===== src/rtl/sobel_seq_pkg.sv =====
// Shared types and constants for the Sobel frame sequencer.
package sobel_seq_pkg;

    typedef enum logic [2:0] {
        S_IDLE,
        S_FETCH,
        S_WAIT,
        S_SEND,
        S_DRAIN
    } seq_state_t;

    // Tap index along one axis; the signed offset is (index - 1).
    localparam logic [1:0] TAP_NEG  = 2'd0;
    localparam logic [1:0] TAP_ZERO = 2'd1;
    localparam logic [1:0] TAP_POS  = 2'd2;

    localparam int unsigned TAPS_PER_PIXEL = 9;

    // Bits needed to hold values 0..n-1.
    function automatic int unsigned cnt_w(input int unsigned n);
        return (n < 2) ? 1 : $clog2(n);
    endfunction

endpackage


===== src/rtl/sobel_win_addr_gen.sv =====
// 3x3 window walker: centre pixel in raster order, taps in raster order,
// source address built from incremental row bases.
module sobel_win_addr_gen
    import sobel_seq_pkg::*;
#(
    parameter int unsigned IMG_W  = 256,
    parameter int unsigned IMG_H  = 256,
    parameter int unsigned ADDR_W = 16
) (
    input  logic              i_clk,
    input  logic              i_rst,
    input  logic              i_clear,
    input  logic              i_step,
    output logic [ADDR_W-1:0] o_addr,
    output logic              o_in_bounds,
    output logic              o_last_tap,
    output logic              o_last_pixel
);

    localparam int unsigned       X_W        = cnt_w(IMG_W);
    localparam int unsigned       Y_W        = cnt_w(IMG_H);
    localparam logic [X_W-1:0]    X_MAX      = X_W'(IMG_W - 1);
    localparam logic [Y_W-1:0]    Y_MAX      = Y_W'(IMG_H - 1);
    localparam logic [ADDR_W-1:0] ROW_STRIDE = ADDR_W'(IMG_W);
    localparam logic [ADDR_W-1:0] ROW_BACK   = ADDR_W'(0) - ROW_STRIDE;

    logic [X_W-1:0]    r_cx;
    logic [Y_W-1:0]    r_cy;
    logic [1:0]        r_tx;
    logic [1:0]        r_ty;
    logic [ADDR_W-1:0] r_row_base;
    logic [ADDR_W-1:0] r_tap_row;
    logic [ADDR_W-1:0] w_col;

    // r_tap_row tracks (cy + ty - 1) * IMG_W modulo 2^ADDR_W; it wraps above row 0
    // but is only used when the tap is in bounds.
    assign w_col        = ADDR_W'(r_cx) + ADDR_W'(r_tx) - ADDR_W'(1);
    assign o_addr       = r_tap_row + w_col;
    assign o_in_bounds  = !((r_cx == '0    && r_tx == TAP_NEG) ||
                            (r_cx == X_MAX && r_tx == TAP_POS) ||
                            (r_cy == '0    && r_ty == TAP_NEG) ||
                            (r_cy == Y_MAX && r_ty == TAP_POS));
    assign o_last_tap   = (r_tx == TAP_POS) && (r_ty == TAP_POS);
    assign o_last_pixel = (r_cx == X_MAX) && (r_cy == Y_MAX);

    always_ff @(posedge i_clk) begin
        if (!i_rst || i_clear) begin
            r_cx       <= '0;
            r_cy       <= '0;
            r_tx       <= TAP_NEG;
            r_ty       <= TAP_NEG;
            r_row_base <= '0;
            r_tap_row  <= ROW_BACK;
        end else if (i_step) begin
            if (r_tx != TAP_POS) begin
                r_tx <= r_tx + 2'd1;
            end else begin
                r_tx <= TAP_NEG;
                if (r_ty != TAP_POS) begin
                    r_ty      <= r_ty + 2'd1;
                    r_tap_row <= r_tap_row + ROW_STRIDE;
                end else begin
                    r_ty <= TAP_NEG;
                    if (r_cx != X_MAX) begin
                        r_cx      <= r_cx + X_W'(1);
                        r_tap_row <= r_row_base - ROW_STRIDE;
                    end else begin
                        r_cx <= '0;
                        if (r_cy != Y_MAX) begin
                            r_cy       <= r_cy + Y_W'(1);
                            r_row_base <= r_row_base + ROW_STRIDE;
                            r_tap_row  <= r_row_base;
                        end else begin
                            r_cy       <= '0;
                            r_row_base <= '0;
                            r_tap_row  <= ROW_BACK;
                        end
                    end
                end
            end
        end
    end

endmodule


===== src/rtl/sobel_frame_sequencer.sv =====
// Feeds SobelFilter 3x3 taps from source memory and writes its results to
// destination memory. SOBEL_SEQ_PERF_CNT_EN adds the o_stall_cnt counter.
module sobel_frame_sequencer
    import sobel_seq_pkg::*;
#(
    parameter int unsigned IMG_W  = 256,
    parameter int unsigned IMG_H  = 256,
    parameter int unsigned ADDR_W = 16,
    parameter int unsigned DATA_W = 32
) (
    input  logic              i_clk,
    input  logic              i_rst,
    input  logic              i_start,
    output logic              o_active,
    output logic              o_done,
    output logic              o_src_rd,
    output logic [ADDR_W-1:0] o_src_addr,
    input  logic [DATA_W-1:0] i_src_data,
    output logic              o_rgb_vld,
    output logic [DATA_W-1:0] o_rgb_data,
    input  logic              i_rgb_busy,
    input  logic              i_avg_vld,
    input  logic [DATA_W-1:0] i_avg_data,
    output logic              o_avg_busy,
    output logic              o_dst_we,
    output logic [ADDR_W-1:0] o_dst_addr,
    output logic [DATA_W-1:0] o_dst_data
`ifdef SOBEL_SEQ_PERF_CNT_EN
    ,
    output logic [31:0]       o_stall_cnt
`endif
);

    localparam int unsigned    PIX_N    = IMG_W * IMG_H;
    localparam int unsigned    RES_W    = cnt_w(PIX_N + 1);
    localparam logic [RES_W-1:0] RES_LAST = RES_W'(PIX_N);

    seq_state_t        r_state;
    seq_state_t        w_state_nxt;
    logic              w_start;
    logic              w_step;
    logic              w_load_zero;
    logic              w_load_src;
    logic [ADDR_W-1:0] w_tap_addr;
    logic              w_in_bounds;
    logic              w_last_tap;
    logic              w_last_pixel;

    logic              r_rgb_vld;
    logic [DATA_W-1:0] r_rgb_data;
    logic              r_done;
    logic [RES_W-1:0]  r_res_cnt;
    logic              r_dst_we;
    logic [ADDR_W-1:0] r_dst_addr;
    logic [DATA_W-1:0] r_dst_data;

    sobel_win_addr_gen #(
        .IMG_W  (IMG_W),
        .IMG_H  (IMG_H),
        .ADDR_W (ADDR_W)
    ) u_addr_gen (
        .i_clk        (i_clk),
        .i_rst        (i_rst),
        .i_clear      (w_start),
        .i_step       (w_step),
        .o_addr       (w_tap_addr),
        .o_in_bounds  (w_in_bounds),
        .o_last_tap   (w_last_tap),
        .o_last_pixel (w_last_pixel)
    );

    always_comb begin
        w_state_nxt = r_state;
        w_start     = 1'b0;
        w_step      = 1'b0;
        w_load_zero = 1'b0;
        w_load_src  = 1'b0;
        case (r_state)
            S_IDLE: begin
                if (i_start) begin
                    w_start     = 1'b1;
                    w_state_nxt = S_FETCH;
                end
            end
            S_FETCH: begin
                if (w_in_bounds) begin
                    w_state_nxt = S_WAIT;
                end else begin
                    w_load_zero = 1'b1;
                    w_state_nxt = S_SEND;
                end
            end
            S_WAIT: begin
                w_load_src  = 1'b1;
                w_state_nxt = S_SEND;
            end
            S_SEND: begin
                if (!i_rgb_busy) begin
                    w_step      = 1'b1;
                    w_state_nxt = (w_last_tap && w_last_pixel) ? S_DRAIN : S_FETCH;
                end
            end
            S_DRAIN: begin
                if (r_res_cnt == RES_LAST) begin
                    w_state_nxt = S_IDLE;
                end
            end
            default: w_state_nxt = S_IDLE;
        endcase
    end

    always_ff @(posedge i_clk) begin
        if (!i_rst) begin
            r_state    <= S_IDLE;
            r_rgb_vld  <= 1'b0;
            r_rgb_data <= '0;
            r_done     <= 1'b0;
        end else begin
            r_state   <= w_state_nxt;
            r_rgb_vld <= (w_state_nxt == S_SEND);
            r_done    <= (r_state == S_DRAIN) && (w_state_nxt == S_IDLE);
            if (w_load_zero) begin
                r_rgb_data <= '0;
            end else if (w_load_src) begin
                r_rgb_data <= i_src_data;
            end
        end
    end

    // Result path runs independently of the feed FSM; overflow results are dropped.
    always_ff @(posedge i_clk) begin
        if (!i_rst) begin
            r_res_cnt  <= '0;
            r_dst_we   <= 1'b0;
            r_dst_addr <= '0;
            r_dst_data <= '0;
        end else begin
            r_dst_we <= 1'b0;
            if (w_start) begin
                r_res_cnt <= '0;
            end else if (r_state != S_IDLE && i_avg_vld && r_res_cnt != RES_LAST) begin
                r_dst_we   <= 1'b1;
                r_dst_addr <= ADDR_W'(r_res_cnt);
                r_dst_data <= i_avg_data;
                r_res_cnt  <= r_res_cnt + RES_W'(1);
            end
        end
    end

`ifdef SOBEL_SEQ_PERF_CNT_EN
    logic [31:0] r_stall_cnt;

    always_ff @(posedge i_clk) begin
        if (!i_rst || w_start) begin
            r_stall_cnt <= '0;
        end else if (r_rgb_vld && i_rgb_busy && r_stall_cnt != '1) begin
            r_stall_cnt <= r_stall_cnt + 32'd1;
        end
    end

    assign o_stall_cnt = r_stall_cnt;
`else
    // Stall counter not built.
`endif

    assign o_active   = (r_state != S_IDLE);
    assign o_done     = r_done;
    assign o_src_rd   = (r_state == S_FETCH) && w_in_bounds;
    assign o_src_addr = o_src_rd ? w_tap_addr : '0;
    assign o_rgb_vld  = r_rgb_vld;
    assign o_rgb_data = r_rgb_data;
    assign o_avg_busy = (r_state == S_IDLE);
    assign o_dst_we   = r_dst_we;
    assign o_dst_addr = r_dst_addr;
    assign o_dst_data = r_dst_data;

endmodule


===== config.mk =====
export PLATFORM = sky130hd
export DESIGN_NAME = sobel_frame_sequencer
export DESIGN_NICKNAME = d
export VERILOG_FILES = /design/src/rtl/sobel_seq_pkg.sv /design/src/rtl/sobel_win_addr_gen.sv /design/src/rtl/sobel_frame_sequencer.sv
export SDC_FILE = /design/constraint.sdc
export NUM_CORES = 1
export LEC_CHECK = 0
export CAP_MARGIN = 0
export CORE_ASPECT_RATIO = 1.1
export CORE_MARGIN = 5
export CORE_UTILIZATION = 50
export CTS_BUF_LIST = sky130_fd_sc_hd__clkbuf_8 sky130_fd_sc_hd__clkbuf_16
export DETAILED_ROUTE_END_ITERATION = 10
export HOLD_SLACK_MARGIN = 0.03
export PLACE_DENSITY = 0.82
export SETUP_SLACK_MARGIN = 0.2
export SLEW_MARGIN = 20
export SYNTH_ARGS = -nofsm -noshare
export SYNTH_HDL_FRONTEND = slang
export SYNTH_SLANG_ARGS = --single-unit

===== constraint.sdc =====
create_clock -name i_clk -period 3.95 [get_ports i_clk]
set_input_delay 0.5925 -clock i_clk [delete_from_list [all_inputs] [get_ports i_clk]]
set_output_delay 0.5925 -clock i_clk [all_outputs]
set_load 0.03 [all_outputs]

## Word-level counts from Yosys, hierarchy flattened

Index checks and enable logic that the tools add are counted.

- Add/sub/neg operators: 11
- Multipliers: 0
- Divide/modulo/power cells: 0
- Order comparisons: 0
- Equality and inequality tests: 15
- Shifts and indexed selects: 0
- Multiplexer cells: 23
- Bitwise gates (word level): 5
- Reduce and logical (&&, ||, !) cells: 30

Operator list:

| operator | count |
|---|---|
| 2-to-1 mux 16 bit | 5 |
| adder 16 x 9 -> 16 bit, second input constant | 2 |
| adder 17 x 1 -> 17 bit, second input constant | 1 |
| == test 17 bit, second input constant | 1 |
| != test 17 bit, second input constant | 1 |
| adder 16 bit | 1 |
| adder 8 x 1 -> 8 bit, second input constant | 2 |
| == test 8 bit, second input constant | 2 |
| zero test 8 bit | 2 |
| 2-to-1 mux 8 bit | 2 |
| != test 8 bit, second input constant | 2 |
| subtractor 16 x 1 -> 16 bit, second input constant | 1 |
| subtractor 16 x 9 -> 16 bit, second input constant | 1 |
| case mux 3 bit (5 select lines) | 1 |
| 2-to-1 mux 3 bit | 4 |
| logical AND 1 bit | 11 |
| adder 8 x 2 -> 9 bit | 1 |
| == test 3 x 2 -> 1 bit, second input constant | 3 |
| 2-to-1 mux 1 bit | 9 |
| zero test 3 bit | 2 |
| NOT 1 bit | 5 |
| adder 2 x 1 -> 2 bit, second input constant | 2 |
| == test 2 bit, second input constant | 2 |
| zero test 2 bit | 2 |
| 11 further kinds | 19 |

- Register bits after elaboration: 155
- Bits in latches: 0
- RAM bits: 0
- Memory bits (read-only): 0
- Input port bits: 69
- Output and inout port bits: 102
- Word-level logic and storage cells: 98
- Memories: 0

## Logic depth before layout (Yosys ltp)

- Word-level depth: 9
- Gate-level depth with buffers: 15
- Gate-level depth less buffers: 15

## Modules after synthesis

A second synthesis with hierarchy kept.

- Cell total of the unflattened synthesis: 917
- Area, all modules: 7318.3 µm²

Modules (own cells, without submodules):

| module | times used | cells an instance | area each (µm²) | seq. area each (µm²) |
|---|---|---|---|---|
| sobel_frame_sequencer | 1 | 524 | 4249.1 | 2062.0 |
| sobel_win_addr_gen | 1 | 393 | 3069.2 | 740.7 |

## Worst setup path before layout

OpenSTA, ideal clock, no wires.

- Path kind: register to output
- From: reg u_addr_gen.r_tx[0]
- To: out o_src_addr[12]
- Data arrival time: 3382 ps
- Data required time: 3357 ps
- Path slack: -25 ps
- Cell stages (with the launch flop): 15
- Path buffers: 0
- Path through: dfxtp_1 -> ha_1 -> inv_1 -> fa_1 -> nor2_1 -> nand3_1 -> xor2_1 -> ha_1 -> inv_1 -> ha_1 -> and3_1 -> and4_1 -> a32oi_1 -> a21oi_1 -> nor3b_1

- Word-level cells in the longest chain between the ends: 8
- Elaborated cells between the ends (all ways): 13
- Those cells by class: add/sub (3); eq/ne (1); mux (1); reduce/logical (8)

RTL lines:

| item | line | RTL |
|---|---|---|
| start, declared | sobel_win_addr_gen.sv:29 | `logic [1:0] r_tx;` |
| start signal, assigned | sobel_win_addr_gen.sv:56 | `r_tx <= r_tx + 2'd1;` |
| parallel branches: the longest is 7 deep, another holds subtractor 16 x 1 -> 16 bit | - |  |
| 2-to-1 mux 16 bit (*) | sobel_frame_sequencer.sv:169 | `assign o_src_addr = o_src_rd ? w_tap_addr : '0;` |
| end, declared | sobel_frame_sequencer.sv:17 | `output logic [ADDR_W-1:0] o_src_addr,` |

Every way passes the cells marked *.

## Final worst setup path

- From: reg u_addr_gen.r_cx[0]
- To: out o_src_addr[13]

- Word-level cells in the longest chain between the ends: 8
- Elaborated cells between the ends (all ways): 13
- Those cells by class: add/sub (3); eq/ne (1); mux (1); reduce/logical (8)

RTL lines:

| item | line | RTL |
|---|---|---|
| start, declared | sobel_win_addr_gen.sv:27 | `logic [X_W-1:0] r_cx;` |
| start signal, assigned | sobel_win_addr_gen.sv:65 | `r_cx <= r_cx + X_W'(1);` |
| parallel branches: the longest is 7 deep, another holds subtractor 16 x 1 -> 16 bit | - |  |
| 2-to-1 mux 16 bit (*) | sobel_frame_sequencer.sv:169 |  |

Marks and branches as above.

==> results.tsv <==
stage	metric	value	unit
yosys	ys_warn_count	0	
cts	postCtsHoldBufs	0	
worst_setup_path	cp-end-kind	output port	
yosys	syn_avg_cell_area	8.05	sq um
worst_setup_path	crit_fanout	3	
yosys	synth_top_family_by_area	simple AND/OR/NAND/NOR gates	
yosys	synth-xor-area-share	5.94	%
worst_setup_path	required	3360	ps
yosys	synthTopCellsByCount	210 x nand2_1, 140 x dfxtp_1, 73 x nor2_1	
cells_and_area	antennaDiodeCount	0	
power	p_leak	0.00384	uW
worst_setup_path	crit_path_start	u_addr_gen.r_cx[0]$_SDFFE_PP0P_	
yosys	synth_seq_cells	140	
yosys	synthMuxAreaShare	0.416	%
yosys	yosysTopAreaCellShare	38.8	%
worst_setup_path	endpoint	o_src_addr[13]	
detailed_routing	drc	0	
floorplan	core_area	14300	sq um
flow_run	drv_cap	0	
worst_setup_path	reg2reg_slack	1380	ps
sta	finalMaxSlewViolations	0	
global_route	grt_pass1_vias	6596	
yosys	synthAdderAreaFrac	7.31	%
sta	post-route-period-util	103	%
sta	whs	449	ps
sta	worst_pin_slew	725	ps
sta	fin_worst_skew	9.31	ps
yosys	synth_compound_area_share	14.3	%
sta	hold_viol	0	
worst_setup_path	r2r-end	u_addr_gen.r_row_base[13]$_SDFFE_PP0P_	
yosys	synthesis.nets	1007	
cts	clk_latency	420	ps
global_route	grt_pass1_wl	31400	um
global_route	antenna_found_initial	0	
outcome	violations	negative setup slack	
worst_setup_path	cpPeakStageDelay	560	ps
floorplan	rows	46	
sta	relSlewSlack	51.5	%
yosys	syn_inst	897	
cells_and_area	final_nets	1169	
place	dp_hpwl	13200	um
detailed_routing	ant_nets	0	
floorplan	die_w	125	um
yosys	synth_area_leaders	dfxtp_1 39%, nand2_1 11%, ha_1 6.8%	
cts	cts_sinks	140	
yosys	post-synth-top-count-cell	nand2_1	
cells_and_area	fin_util	69.2	%
place	io_buffers	170	
cells_and_area	final_layout_size_suffix_gt1_share	13.3	%
cts	cts.clk_slew.worst_paths	60	ps
yosys	synthSimpleGateAreaFrac	26.8	%
global_route	grt_max_degree	57	
worst_setup_path	reg2reg_depth	6	
place	place_congestion	0.863	
yosys	yosysTopAreaCell	dfxtp_1	
cts	cts_buffers	17	
floorplan	start_util	50.4	%
yosys	synthFlopType	dfxtp_1	
yosys	ys_seq_area_share	38.8	%
detailed_routing	first_pass_iters	5	
global_route	overflow	0	
floorplan	ios	171	
worst_setup_path	r2r-start	u_addr_gen.r_ty[1]$_SDFFE_PP0P_	
sta	rsz0062_at_grt	yes	
detailed_routing	initialDrtViolationCount	288	
worst_setup_path	crit_path_frequent_cell	ha_4	
yosys	async_flop_share	0	%
global_route	grtUsageTotal	22.5	%
cts	cts_tree	yes	
worst_setup_path	critPathSlowestCell	fa_2	
cells_and_area	area_growth_syn_to_layout	37.3	%
sta	fmax	246	MHz
detailed_routing	avgViaCountPerCell	5.33	
worst_setup_path	crit_chain	ha_4 -> inv_2 -> fa_2 -> ha_4 -> inv_4 -> ha_4 -> inv_2 -> fa_2 -> nor2b_4 -> o2111ai_4 -> nand4b_1 -> a41oi_2 -> xor2_1 -> nor2_1 -> buf_4	
sta	fin_crit	4070	ps
power	powerDensity	349	nW/um^2
yosys	yosys.cell_types.count	68	
place	pre_cts_ws	90.3	ps
detailed_routing	vias	6738	
cts	clockBufferDepth	2	
cts	h-tree-depth	4	
worst_hold_path	hp-start	o_dst_addr[3]$_SDFFE_PN0P_	
sta	finalWorstSetupSlack	-116	ps
yosys	synth-edff-count	0	
worst_setup_path	criticalPathCategory	flop to output port	
cells_and_area	n_fill_cell	1114	
floorplan	dieArea	17000	sq um
yosys	syn-cell-area	7220	sq um
outcome	status	finished, violations left	
worst_hold_path	holdCritPathClass	flop to flop	
power	vdd_drop_max	0.350	mV
detailed_routing	avgRoutedWirePerCell	15.8	um
floorplan	fp.dieH	136	um
cts	clock-root-buffer	clkbuf_16	
sta	setup_viol	5	
worst_setup_path	worstSetupStartpointType	flop	
worst_setup_path	cp.arrival	3470	ps
detailed_routing	drt-total-wl	19900	um
## layer usage
| layer | vias to the layer above | wire (um) | GRT usage, % |
|---|---|---|---|
| li1 | 3336 | - | - |
| met1 | 3173 | 7670 | 23.9 |
| met2 | 193 | 10200 | 40.3 |
| met3 | 36 | 1550 | 8.61 |
| met4 | 0 | 452 | 8.83 |
| met5 | - | 0 | 0 |
## power breakdown
part	leakage, uW	internal, uW	switching [uW]
registers	0.00114	1460	27.6
logic	0.00243	194	262
clock network	0.000268	900	625
total	0.00384	2550	915
## area by class of cell
type / instances / area (sq um) / share of cell area (%)
timing repair buffer: 195 / 1870 / 18.8
clock buffer: 19 / 453 / 4.57
inverter: 43 / 164 / 1.65
multi-input combinational: 662 / 4260 / 43.0
tap: 192 / 240 / 2.42
clock inverter: 12 / 118 / 1.19
sequential: 140 / 2810 / 28.4
## worst min path at each step
stage / endpoint / depth (start not counted)
4_1_cts: o_dst_addr[3]$_SDFFE_PN0P_ / 2
5_1_grt: o_dst_addr[3]$_SDFFE_PN0P_ / 2
6_report: o_dst_addr[3]$_SDFFE_PN0P_ / 2
3_5_place_dp: o_dst_data[24]$_SDFFE_PN0P_ / 2
2_1_floorplan: u_addr_gen.r_ty[1]$_SDFFE_PP0P_ / 2
3_3_place_gp: o_dst_data[23]$_SDFFE_PN0P_ / 2
## what timing repair did
action / CTS / global route
buffers inserted: 10 / 3
pin swaps: 22 / 24
gates resized for setup: 50 / 29
setup endpoints to repair: 14 / 12
## stage by stage
step                      total power, uW  setup TNS [ps]  instances  instance area (sq um)
after floorplan                      1770               0        897                   7240
after global placement               1960               0       1219                   8950
after detailed placement             1960               0       1219                   8950
after CTS                            3500            -155       1260                   9740
after global routing                 3600           -1140       1263                   9920
final                                3470            -382       1263                   9920
## flip-flops by register name, summed over array words and instances, names as in the netlist
register and flops:
u_addr_gen.r_row_base 8, o_rgb_data 32, u_addr_gen.r_tap_row 9, u_addr_gen.r_ty 2, o_dst_we 1, o_dst_addr 16, u_addr_gen.r_cy 8, u_addr_gen.r_tx 2
r_res_cnt 17, o_dst_data 32, r_state 3, o_done 1, u_addr_gen.r_cx 8, o_rgb_vld 1
## critical path: cells and delay by family (launching register included)
family          cells  cell delay (ps)
compound gates      2              290
xor+xnor            1              170
fa+ha+maj           5             1420
buf+inv             4              290
flops               1              360
simple gates        3              520
## cell usage in the layout (no fill, tap or decap), types with 6 or more instances in the layout
master             n
nand2_1          209
clkdlybuf4s50_1  156
dfxtp_1          136
nor2_1            71
a21oi_1           57
a21boi_0          35
inv_1             34
xor2_1            33
buf_4             32
ha_1              27
nand3_1           26
nand4_1           17
clkbuf_16         17
xnor2_1           15
a21boi_1          14
nor3_1            10
ha_4              10
inv_2              8
o21ai_0            8
and4_1             6
nor4_1             6
a21oi_2            6
## kinds of logic (layout without fill, tap and decap cells)
group / count (synthesis) / count (layout)
DFF: 140 / 140
and+or+nand+nor: 407 / 407
xor gates and xnor gates: 49 / 49
adders and majority gates: 41 / 41
muxes: 3 / 3
buffers and inverters: 95 / 269
AOI/OAI and AO/OA: 162 / 162
(Power assumes the default switching activity.)
